$ cat src/rtl/seg7_scan_ctrl_if.sv
// CPU IO-bus write port for the seven-segment controller: decoded select, write strobe,
// register select and write data.
interface seg7_scan_ctrl_if;
  logic        SegCtrl;
  logic        ioWrite;
  logic        reg_sel;
  logic [31:0] write_data;

  modport master (output SegCtrl, ioWrite, reg_sel, write_data);
  modport slave  (input  SegCtrl, ioWrite, reg_sel, write_data);
endinterface

$ cat src/rtl/seg7_scan_ctrl.sv
// 8-digit multiplexed seven-segment controller; optional LEADING_ZERO_BLANK_EN blanks leading zeros.
// Outputs registered with 1-cycle latency from index/registers; register writes always accepted, no backpressure.
module seg7_scan_ctrl #(
  parameter int CLK_HZ       = 23000000,
  parameter int SCAN_HZ      = 1000,
  parameter int BLANK_CYCLES = 16
) (
  input  logic             clock,
  input  logic             reset,
  seg7_scan_ctrl_if.slave  bus,
  output logic [7:0]       seg_out,
  output logic [7:0]       an_out,
  output logic [2:0]       cur_digit
);

  localparam int DWELL = CLK_HZ / SCAN_HZ;
  localparam int CW    = (DWELL > 1) ? $clog2(DWELL) : 1;
  localparam logic [CW-1:0] DWELL_LAST = CW'(DWELL - 1);
  localparam logic [CW-1:0] BLANK_END  = CW'(BLANK_CYCLES);

  logic [31:0]   data_reg;
  logic [7:0]    mask;
  logic [7:0]    dp;
  logic [CW-1:0] dwell_cnt;
  logic [2:0]    index;
  logic [3:0]    nibble;
  logic          digit_on;

  function automatic logic [6:0] hex7(input logic [3:0] v);
    case (v)
      4'h0: hex7 = 7'h40;  4'h1: hex7 = 7'h79;  4'h2: hex7 = 7'h24;  4'h3: hex7 = 7'h30;
      4'h4: hex7 = 7'h19;  4'h5: hex7 = 7'h12;  4'h6: hex7 = 7'h02;  4'h7: hex7 = 7'h78;
      4'h8: hex7 = 7'h00;  4'h9: hex7 = 7'h10;  4'hA: hex7 = 7'h08;  4'hB: hex7 = 7'h03;
      4'hC: hex7 = 7'h46;  4'hD: hex7 = 7'h21;  4'hE: hex7 = 7'h06;  default: hex7 = 7'h0E;
    endcase
  endfunction

  always_ff @(posedge clock or negedge reset) begin
    if (!reset) begin
      data_reg <= '0;
      mask     <= 8'hFF;
      dp       <= 8'h00;
    end else if (bus.SegCtrl && bus.ioWrite) begin
      if (bus.reg_sel) begin
        mask <= bus.write_data[7:0];
        dp   <= bus.write_data[15:8];
      end else begin
        data_reg <= bus.write_data;
      end
    end
  end

  // Scan timing free-runs; register writes never restart it.
  always_ff @(posedge clock or negedge reset) begin
    if (!reset) begin
      dwell_cnt <= '0;
      index     <= 3'd0;
    end else if (dwell_cnt == DWELL_LAST) begin
      dwell_cnt <= '0;
      index     <= index + 3'd1;
    end else begin
      dwell_cnt <= dwell_cnt + 1'b1;
    end
  end

`ifdef LEADING_ZERO_BLANK_EN
  logic [7:0] upper_zero;
  logic       zero_run;

  // upper_zero[i] is set when nibbles i..7 are all zero.
  always_comb begin
    upper_zero = '0;
    zero_run   = 1'b1;
    for (int i = 7; i >= 0; i--) begin
      zero_run      = zero_run && (data_reg[4*i +: 4] == 4'd0);
      upper_zero[i] = zero_run;
    end
  end
`endif

  always_comb begin
    nibble   = data_reg[{index, 2'b00} +: 4];
    digit_on = mask[index];
`ifdef LEADING_ZERO_BLANK_EN
    if (index != 3'd0 && !dp[index] && upper_zero[index])
      digit_on = 1'b0;
`endif
  end

  // Single decoded anode per cycle keeps at most one digit lit at any time.
  always_ff @(posedge clock or negedge reset) begin
    if (!reset) begin
      seg_out   <= 8'hFF;
      an_out    <= 8'hFF;
      cur_digit <= 3'd0;
    end else begin
      cur_digit <= index;
      if (dwell_cnt < BLANK_END || !digit_on) begin
        seg_out <= 8'hFF;
        an_out  <= 8'hFF;
      end else begin
        seg_out <= {~dp[index], hex7(nibble)};
        an_out  <= ~(8'h01 << index);
      end
    end
  end

endmodule

$ cat src/flat_wrapper.sv
// flat-port wrapper written by rule: the top's interface ports become plain ports
module seg7_scan_ctrl_flat 
#(
  parameter int CLK_HZ       = 23000000,
  parameter int SCAN_HZ      = 1000,
  parameter int BLANK_CYCLES = 16
)
  (clock, reset, seg_out, an_out, cur_digit, bus_SegCtrl, bus_ioWrite, bus_reg_sel, bus_write_data);
  seg7_scan_ctrl_if bus_i ();
  input  logic clock;
  input  logic reset;
  output logic [7:0] seg_out;
  output logic [7:0] an_out;
  output logic [2:0] cur_digit;
  input wire logic [$bits(bus_i.SegCtrl)-1:0] bus_SegCtrl;
  input wire logic [$bits(bus_i.ioWrite)-1:0] bus_ioWrite;
  input wire logic [$bits(bus_i.reg_sel)-1:0] bus_reg_sel;
  input wire logic [$bits(bus_i.write_data)-1:0] bus_write_data;
  assign bus_i.SegCtrl = bus_SegCtrl;
  assign bus_i.ioWrite = bus_ioWrite;
  assign bus_i.reg_sel = bus_reg_sel;
  assign bus_i.write_data = bus_write_data;
  seg7_scan_ctrl #(.CLK_HZ(CLK_HZ), .SCAN_HZ(SCAN_HZ), .BLANK_CYCLES(BLANK_CYCLES)) u_core (.clock(clock), .reset(reset), .bus(bus_i), .seg_out(seg_out), .an_out(an_out), .cur_digit(cur_digit));
endmodule
$ cat config.mk
export PLATFORM = sky130hd
export DESIGN_NAME = seg7_scan_ctrl_flat
export DESIGN_NICKNAME = d
export VERILOG_FILES = /design/src/rtl/seg7_scan_ctrl_if.sv /design/src/rtl/seg7_scan_ctrl.sv /design/src/flat_wrapper.sv
export SDC_FILE = /design/constraint.sdc
export NUM_CORES = 1
export LEC_CHECK = 0
export CAP_MARGIN = 20
export CORE_MARGIN = 2
export CORE_UTILIZATION = 26
export DETAILED_ROUTE_END_ITERATION = 12
export PLACE_DENSITY_LB_ADDON = 0.1
export SLEW_MARGIN = 20
export SYNTH_ARGS = -nofsm -noshare
export SYNTH_HDL_FRONTEND = slang
export SYNTH_SLANG_ARGS = --single-unit
export TNS_END_PERCENT = 5
$ cat constraint.sdc
create_clock -name clock -period 5.05 [get_ports clock]
set_input_delay 1.01 -clock clock [delete_from_list [all_inputs] [get_ports clock]]
set_output_delay 1.01 -clock clock [all_outputs]
set_load 0.01 [all_outputs]
==> metrics.txt, run 1 <==
# TYPE chip_impl_metric gauge
chip_impl_info{name="status",value="complete, no violations"} 1
chip_impl_metric{name="global_route_wire_length_before_repair",unit="mm"} 13.8
chip_impl_info{name="timing_worst_setup_path_type",value="flop to flop"} 1
chip_impl_metric{name="globalRouteTotalUtil",unit="%"} 11.3
chip_impl_metric{name="finalCritPeriodShare",unit="%"} 50.9
chip_impl_metric{name="grt_start_max_net_pins",unit=""} 57
chip_impl_metric{name="hpwl",unit="mm"} 5.94
chip_impl_metric{name="time_the_worst_path_needs_with_i_o_delays_and_setup",unit="ns"} 2.57
chip_impl_metric{name="cts_hold_buf",unit=""} 0
chip_impl_metric{name="routed-via-count",unit=""} 2417
chip_impl_metric{name="antenna_violating_nets_post_route",unit=""} 0
chip_impl_metric{name="die_y",unit="µm"} 127
chip_impl_metric{name="max_slew_margin",unit="%"} 41.4
chip_impl_metric{name="largest_reg_flops",unit=""} 32
chip_impl_metric{name="layout.filler_cells",unit=""} 1445
chip_impl_metric{name="ys.warnings.count",unit=""} 0
chip_impl_metric{name="layout.nets",unit=""} 397
chip_impl_info{name="r2r_end",value="u_core.seg_out[3]"} 1
chip_impl_metric{name="detailed_route_iter0_violations",unit=""} 129
chip_impl_metric{name="cts_max_path_buffers",unit=""} 2
chip_impl_metric{name="coreArea",unit="µm²"} 14600
chip_impl_metric{name="port_buffers",unit=""} 55
chip_impl_metric{name="compound_cell_area_share_of_the_yosys_netlist",unit="%"} 4.35
chip_impl_metric{name="cp_num_cells",unit=""} 8
chip_impl_metric{name="ys_types",unit=""} 39
chip_impl_metric{name="synth_top_area_share",unit="%"} 39.0
chip_impl_metric{name="synth.ff_latch_count",unit=""} 85
chip_impl_metric{name="worst-path-buf-inv",unit=""} 1
chip_impl_metric{name="synth_seq_area_share",unit="%"} 55.2
chip_impl_metric{name="routed_via_density",unit=""} 4.51
chip_impl_info{name="ys.flop_type",value="dfrtp_1"} 1
chip_impl_metric{name="post_synth_fa_ha_maj_area_fraction",unit="%"} 4.16
chip_impl_metric{name="internal_power",unit="mW"} 1.35
chip_impl_metric{name="cts_inserted_buffers",unit=""} 9
chip_impl_metric{name="r2r_slack",unit="ns"} 2.48
chip_impl_metric{name="final.setup_skew",unit="ns"} 0.00491
chip_impl_metric{name="achievable-frequency",unit="MHz"} 389
chip_impl_metric{name="drc",unit=""} 0
chip_impl_metric{name="drive_above_1_share",unit="%"} 31.0
chip_impl_metric{name="multi_input_logic_area",unit="µm²"} 1650
chip_impl_metric{name="synthXorXnorAreaFrac",unit="%"} 3.13
chip_impl_metric{name="postSynthCellCount",unit=""} 291
chip_impl_metric{name="mappedNetlistNets",unit=""} 341
chip_impl_metric{name="fin_tns_setup",unit="ns"} 0
chip_impl_metric{name="comb_power_share",unit="%"} 16.7
chip_impl_metric{name="setup_viol",unit=""} 0
chip_impl_metric{name="firstDrtPassIters",unit=""} 4
chip_impl_metric{name="power_density",unit="nW/µm²"} 363
chip_impl_metric{name="peakVddDrop",unit="mV"} 0.166
chip_impl_metric{name="ys_async_sr_fraction",unit="%"} 100
chip_impl_metric{name="yosys.area_share.simple",unit="%"} 8.73
chip_impl_metric{name="utilization",unit="%"} 33.8
chip_impl_metric{name="flow.area_growth_from_synthesis",unit="%"} 26.0
chip_impl_metric{name="die_area",unit="µm²"} 16000
chip_impl_metric{name="seq_power_share",unit="%"} 47.0
chip_impl_metric{name="power.clock.fraction",unit="%"} 36.3
chip_impl_metric{name="cts_post_setup_buffers_inserted",unit=""} 0
chip_impl_metric{name="portion_of_netlist_area_occupied_by_mux_cells",unit="%"} 21.9
chip_impl_metric{name="start_util",unit="%"} 26.8
chip_impl_metric{name="synth_area",unit="µm²"} 3910
chip_impl_info{name="synth_largest_area_cell",value="dfrtp_1"} 1
chip_impl_info{name="timing.critical_path.max_delay_family",value="flip-flops"} 1
chip_impl_metric{name="ctsResizeCount",unit=""} 0
chip_impl_info{name="min-delay-path-class",value="flop to flop"} 1
chip_impl_metric{name="totalWireLength",unit="mm"} 8.30
chip_impl_metric{name="global_route.overflow_total",unit=""} 0
chip_impl_info{name="critical_path.endpoint",value="u_core.seg_out[3]"} 1
chip_impl_metric{name="post_synth_edffs",unit=""} 0
chip_impl_metric{name="fin_cells",unit=""} 536
chip_impl_info{name="grt_setup_unrepaired",value="false"} 1
chip_impl_metric{name="clkSlewWorstSetupHoldPaths",unit="ns"} 0.06
chip_impl_metric{name="final_hold_violation_count",unit=""} 0
chip_impl_metric{name="antenna_cells_inserted",unit=""} 0
chip_impl_metric{name="htree_levels",unit=""} 3
chip_impl_info{name="worstSetupStartpoint",value="u_core.index[0]"} 1
chip_impl_metric{name="dpl.cell_count",unit=""} 520
chip_impl_info{name="synth.most_common_cell",value="dfrtp_1"} 1
chip_impl_info{name="cts_root_buf",value="clkbuf_16"} 1
chip_impl_metric{name="worst_r2r_path_depth",unit=""} 8
chip_impl_metric{name="row_count",unit=""} 44
chip_impl_metric{name="sequential_cell_area",unit="µm²"} 2160
chip_impl_metric{name="drv.max_cap_violation_count",unit=""} 0
chip_impl_metric{name="worst_slew_pin_slew",unit="ns"} 0.877
chip_impl_info{name="synthTopCellsByArea",value="dfrtp_1 (39%), dfstp_2 (16%), mux2_2 (14%)"} 1
chip_impl_metric{name="critPathMaxStageDelay",unit="ns"} 0.72
chip_impl_metric{name="number_of_antenna_violations_at_the_first_check_in_global_routing",unit=""} 0
chip_impl_info{name="path_cells",value="mux4_2 > nand2_1 > and2_1 > inv_1 > ha_1 > a21boi_0 > a211oi_1 > o21ai_0"} 1
chip_impl_info{name="critPathCaptureType",value="flop"} 1
chip_impl_info{name="critical_path.reg2reg.startpoint",value="u_core.index[0]"} 1
chip_impl_info{name="worstSetupStartpointType",value="flop"} 1
chip_impl_metric{name="power.leakage",unit="nW"} 2.03
chip_impl_metric{name="worstSkewPairLatency",unit="ns"} 0.34
chip_impl_metric{name="synthesis.area_per_instance",unit="µm²"} 13.4
chip_impl_metric{name="die_width",unit="µm"} 127
chip_impl_info{name="cpMaxStageDelayCell",value="dfrtp_2"} 1
chip_impl_info{name="largest_family_of_logic_cells_by_synthesized_area",value="multiplexers"} 1
chip_impl_metric{name="timing.critical_path.required",unit="ns"} 5.29
chip_impl_metric{name="number_of_top_level_pins",unit=""} 56
chip_impl_metric{name="clock_sinks",unit=""} 85
chip_impl_metric{name="p_switching",unit="µW"} 438
chip_impl_info{name="tritoncts_clock_tree",value="done"} 1
chip_impl_metric{name="power_switching_share",unit="%"} 24.5
chip_impl_metric{name="wl_per_cell",unit="µm"} 15.5
chip_impl_metric{name="first_global_vias",unit=""} 2573
chip_impl_metric{name="timing.critical_path.arrival",unit="ns"} 2.81
chip_impl_info{name="ys_top_cells_by_count",value="dfrtp_1 (61), mux2_2 (49), dfstp_2 (24)"} 1
chip_impl_metric{name="path_max_fanout",unit=""} 18
chip_impl_metric{name="finalMaxSlewViolations",unit=""} 0
chip_impl_metric{name="routabilityCongestion",unit=""} 0.837
-- worst min-delay path by stage --
stage	from	end	slack (ns)	cells after the start
final	u_core.data_reg[4]	u_core.data_reg[4]	0.50	1
after global routing	u_core.data_reg[31]	u_core.data_reg[31]	0.53	1
after CTS	u_core.dwell_cnt[10]	u_core.dwell_cnt[10]	0.50	1
after detailed placement	u_core.data_reg[25]	u_core.data_reg[25]	0.49	1
after global placement	u_core.data_reg[25]	u_core.data_reg[25]	0.49	1
after floorplan	u_core.index[2]	u_core.cur_digit[2]	0.37	0
-- final cells by class --
| class | instances | share of cell area [%] |
|---|---|---|
| inverters | 8 | 0.609 |
| clock inverters | 6 | 1.30 |
| clock buffers | 10 | 4.65 |
| flip-flops and latches | 85 | 43.8 |
| repair buffers | 57 | 11.4 |
| well taps | 184 | 4.67 |
| multi-input cells | 186 | 33.5 |
-- metal layers --
metal,vias up,wire length [µm],track usage [%]
li1,1144,-,-
met1,1207,4030,15.5
met2,55,3720,16.5
met3,11,396,3.46
met4,0,144,4.59
met5,-,0,0
-- cells in the final DEF, fill, tap and decap left out, drive strengths merged, types with 2 or more instances in the layout --
| cell | n |
|---|---|
| mux4 | 10 |
| and3 | 9 |
| clkdlybuf4s50 | 54 |
| o221ai | 3 |
| nand2 | 22 |
| dfstp | 24 |
| and2 | 3 |
| a21oi | 6 |
| clkbuf | 10 |
| nor2b | 3 |
| nor2 | 12 |
| mux2i | 6 |
| nand3 | 15 |
| xor2 | 9 |
| mux2 | 50 |
| nor4 | 3 |
| a21boi | 2 |
| buf | 3 |
| xnor2 | 5 |
| o21ai | 3 |
| ha | 13 |
| clkinvlp | 2 |
| nor3 | 2 |
| inv | 7 |
| clkinv | 4 |
| dfrtp | 61 |
-- power by group through the flow --
stage	Combinational [mW]	Clock [mW]	Sequential [mW]
after floorplan	0.177	0	0.843
after global placement	0.298	0	0.854
after detailed placement	0.303	0	0.854
after CTS	0.304	0.675	0.841
after global routing	0.329	0.709	0.851
final	0.298	0.649	0.839
-- metrics by stage --
stage	cell area (µm²)	setup WS [ns]	power [mW]	hold WS, ns
2_1_floorplan	3910	2.78	1.02	0.375
3_3_place_gp	4630	2.25	1.15	0.488
3_5_place_dp	4630	2.14	1.16	0.492
4_1_cts	4930	2.12	1.82	0.502
5_1_grt	4930	2.26	1.89	0.525
6_report	4930	2.48	1.79	0.502
-- logic make-up after synthesis --
family / count (synthesis)
xor gates and xnor gates: 14
AOI/OAI and AO/OA: 22
adders and majority gates: 13
and+or+nand+nor: 71
muxes: 66
DFF: 85
buffers and inverters: 20
Power figures use the tool's default switching activity.
==> run 2, diff against run 1 <==
Clock period 5.05 ns to 2.4 ns, I/O delays scaled along.
==> run 2 against run 1 <==
Compared with the run above: clock skew increased by 0.0034 ns; sequential share of layout area decreased by 0.90 points; largest power group unchanged; global-route usage increased by 0.27 points; final cell count increased by 1.5%; utilization increased by 0.73 points; final area increased by 2.2%.
==> metrics.txt, run 2 (synthesis gave the netlist of run 1 again) <==
# TYPE chip_impl_metric gauge
chip_impl_metric{name="layout.nets",unit=""} 405
chip_impl_metric{name="final_hold_violation_count",unit=""} 0
chip_impl_metric{name="postLayoutCellArea",unit="µm²"} 5030
chip_impl_metric{name="routed-via-count",unit=""} 2417
chip_impl_info{name="cts_root_buf",value="clkbuf_16"} 1
chip_impl_metric{name="peakVddDrop",unit="mV"} 0.347
chip_impl_metric{name="clock_sinks",unit=""} 85
chip_impl_metric{name="achievable-frequency",unit="MHz"} 460
chip_impl_metric{name="first_global_vias",unit=""} 2623
chip_impl_metric{name="routabilityCongestion",unit=""} 0.817
chip_impl_info{name="timing.critical_path.max_delay_family",value="multiplexers"} 1
chip_impl_metric{name="placed_cell_area",unit="µm²"} 4720
chip_impl_metric{name="firstDrtPassIters",unit=""} 4
chip_impl_metric{name="grt_start_max_net_pins",unit=""} 40
chip_impl_metric{name="flow.area_growth_from_synthesis",unit="%"} 28.7
chip_impl_metric{name="clkSlewWorstSetupHoldPaths",unit="ns"} 0.06
chip_impl_info{name="global_route.peak_usage_layer",value="met1"} 1
chip_impl_metric{name="number_of_antenna_violations_at_the_first_check_in_global_routing",unit=""} 0
chip_impl_metric{name="port_buffers",unit=""} 55
chip_impl_metric{name="totalWireLength",unit="mm"} 8.40
chip_impl_info{name="grt_setup_unrepaired",value="false"} 1
chip_impl_info{name="critPathCaptureType",value="flop"} 1
chip_impl_metric{name="global_route_wire_length_before_repair",unit="mm"} 14.1
chip_impl_metric{name="row_count",unit=""} 44
chip_impl_metric{name="finalCritPeriodShare",unit="%"} 90.6
chip_impl_metric{name="layout.filler_cells",unit=""} 1438
chip_impl_metric{name="largest_reg_flops",unit=""} 32
chip_impl_metric{name="cts_post_setup_buffers_inserted",unit=""} 0
chip_impl_metric{name="routed_via_density",unit=""} 4.44
chip_impl_metric{name="dpl.cell_count",unit=""} 528
chip_impl_info{name="mostFrequentLayoutCell",value="dfrtp_1"} 1
chip_impl_metric{name="utilization",unit="%"} 34.5
chip_impl_metric{name="dpl_worst_slack",unit="ns"} 0.108
chip_impl_metric{name="drc",unit=""} 0
chip_impl_metric{name="start_util",unit="%"} 26.8
chip_impl_info{name="min-delay-path-class",value="input port to asynchronous set/reset pin"} 1
chip_impl_metric{name="met1_usage",unit="%"} 16.8
chip_impl_metric{name="worst_slew_pin_slew",unit="ns"} 0.579
chip_impl_metric{name="die_y",unit="µm"} 127
chip_impl_metric{name="drive_above_1_share",unit="%"} 33.3
chip_impl_info{name="tritoncts_clock_tree",value="done"} 1
chip_impl_metric{name="cts_max_path_buffers",unit=""} 2
chip_impl_metric{name="wl_per_cell",unit="µm"} 15.4
chip_impl_metric{name="global_route.overflow_total",unit=""} 0
chip_impl_metric{name="die_width",unit="µm"} 127
chip_impl_metric{name="die_area",unit="µm²"} 16000
chip_impl_info{name="status",value="complete, no violations"} 1
chip_impl_metric{name="critPathMaxStageDelay",unit="ns"} 0.52
chip_impl_metric{name="setup_viol",unit=""} 0
chip_impl_metric{name="path_max_fanout",unit=""} 6
chip_impl_metric{name="timing.critical_path.arrival",unit="ns"} 2.40
chip_impl_metric{name="power_density",unit="nW/µm²"} 766
chip_impl_info{name="most-common-layout-cells",value="dfrtp_1 (59), clkdlybuf4s50_1 (54), mux2_2 (49), dfstp_2 (24), nand2_1 (22)"} 1
chip_impl_metric{name="grtUsageMet3",unit="%"} 3.67
chip_impl_metric{name="fin_cells",unit=""} 544
chip_impl_metric{name="antenna_violating_nets_post_route",unit=""} 0
chip_impl_metric{name="timing.critical_path.required",unit="ns"} 2.62
chip_impl_metric{name="finalMaxSlewViolations",unit=""} 0
chip_impl_metric{name="global_route.usage.met2",unit="%"} 16.1
chip_impl_metric{name="worstSkewPairLatency",unit="ns"} 0.34
chip_impl_metric{name="time_the_worst_path_needs_with_i_o_delays_and_setup",unit="ns"} 2.17
chip_impl_metric{name="globalRouteTotalUtil",unit="%"} 11.5
chip_impl_info{name="timing_worst_setup_path_type",value="flop to flop"} 1
chip_impl_metric{name="worst-path-buf-inv",unit=""} 2
chip_impl_info{name="path_cells",value="mux4_2 > nand2_1 > and2_1 > inv_1 > ha_1 > inv_1 > a21oi_1 > a21oi_1 > o221ai_1"} 1
chip_impl_info{name="cpMaxStageDelayCell",value="mux4_2"} 1
chip_impl_metric{name="design_power_total",unit="mW"} 3.85
chip_impl_metric{name="final.setup_skew",unit="ns"} 0.00827
chip_impl_metric{name="hpwl",unit="mm"} 6.26
chip_impl_metric{name="drv.max_cap_violation_count",unit=""} 0
chip_impl_info{name="worstSetupStartpointType",value="flop"} 1
chip_impl_metric{name="coreArea",unit="µm²"} 14600
chip_impl_metric{name="number_of_top_level_pins",unit=""} 56
chip_impl_metric{name="finalHoldWorstSlack",unit="ns"} 0.106
chip_impl_metric{name="fin_tns_setup",unit="ns"} 0
chip_impl_metric{name="max_slew_margin",unit="%"} 61.4
chip_impl_metric{name="power.leakage",unit="nW"} 2.10
chip_impl_metric{name="detailed_route_iter0_violations",unit=""} 125
chip_impl_metric{name="cts_inserted_buffers",unit=""} 9
chip_impl_metric{name="htree_levels",unit=""} 3
chip_impl_metric{name="antenna_cells_inserted",unit=""} 0
chip_impl_metric{name="final_critical_path_setup_slack",unit="ns"} 0.225
-- run 2: cell types whose count changed in the layout (fill, tap and decap cells not counted) --
| cell | change |
|---|---|
| and2_1 | -1 |
| and2_2 | +1 |
| buf_12 | +2 |
| buf_4 | +6 |
| clkbuf_1 | -1 |
| clkbuf_8 | +3 |
| clkinv_2 | +1 |
| clkinv_4 | -1 |
| clkinvlp_4 | -2 |
| dfrtp_1 | -1 |
| dfrtp_2 | +1 |
-- run 2: report_power, final --
group          total, mW  internal (mW)  switching, mW
Combinational      0.637          0.371          0.266
Clock               1.44          0.886          0.557
Sequential          1.77           1.67          0.102
-- run 2: worst paths after layout --
path / startpoint / endpoint / slack [ns] / cells past startpoint
worst max-delay path: u_core.index[0] / u_core.seg_out[5] / 0.23 / 9
worst min-delay path: reset / u_core.dwell_cnt[2] / 0.11 / 1
worst max register to register: u_core.index[0] / u_core.seg_out[5] / 0.23 / 9
worst min register to register: u_core.dwell_cnt[10] / u_core.dwell_cnt[10] / 0.50 / 1
max in group asynchronous: reset / u_core.mask[0] / 1.60 / 2
min in group clock: u_core.dwell_cnt[10] / u_core.dwell_cnt[10] / 0.50 / 1
-- run 2: what timing repair did --
item                       CTS  global route
resized for setup            0             3
setup endpoints to repair    0             4
hold buffers                 0             0
-- run 2: worst reg2reg max path, stage by stage (launching register included) --
cell and delay [ns]:
dfrtp_2 0.45, mux4_2 0.52, nand2_1 0.08, and2_1 0.20, inv_1 0.13, ha_1 0.21, inv_1 0.09, a21oi_1 0.06
a21oi_1 0.14, o221ai_1 0.16
-- run 2: cell type report --
class | instances | area (µm²) | share of cell area (%)
Inverter | 8 | 30.0 | 0.597
Sequential cell | 85 | 2160 | 42.9
Clock buffer | 12 | 267 | 5.29
Multi-Input combinational cell | 186 | 1650 | 32.9
Clock inverter | 4 | 45.0 | 0.895
Timing Repair Buffer | 65 | 648 | 12.9
Tap cell | 184 | 230 | 4.57
-- run 2: layer usage --
layer | wire length, µm | part of all wire [%]
met2 | 3620 | 43
met3 | 383 | 4.6
met4 | 126 | 1.5
met1 | 4270 | 51
met5 | 0 | 0
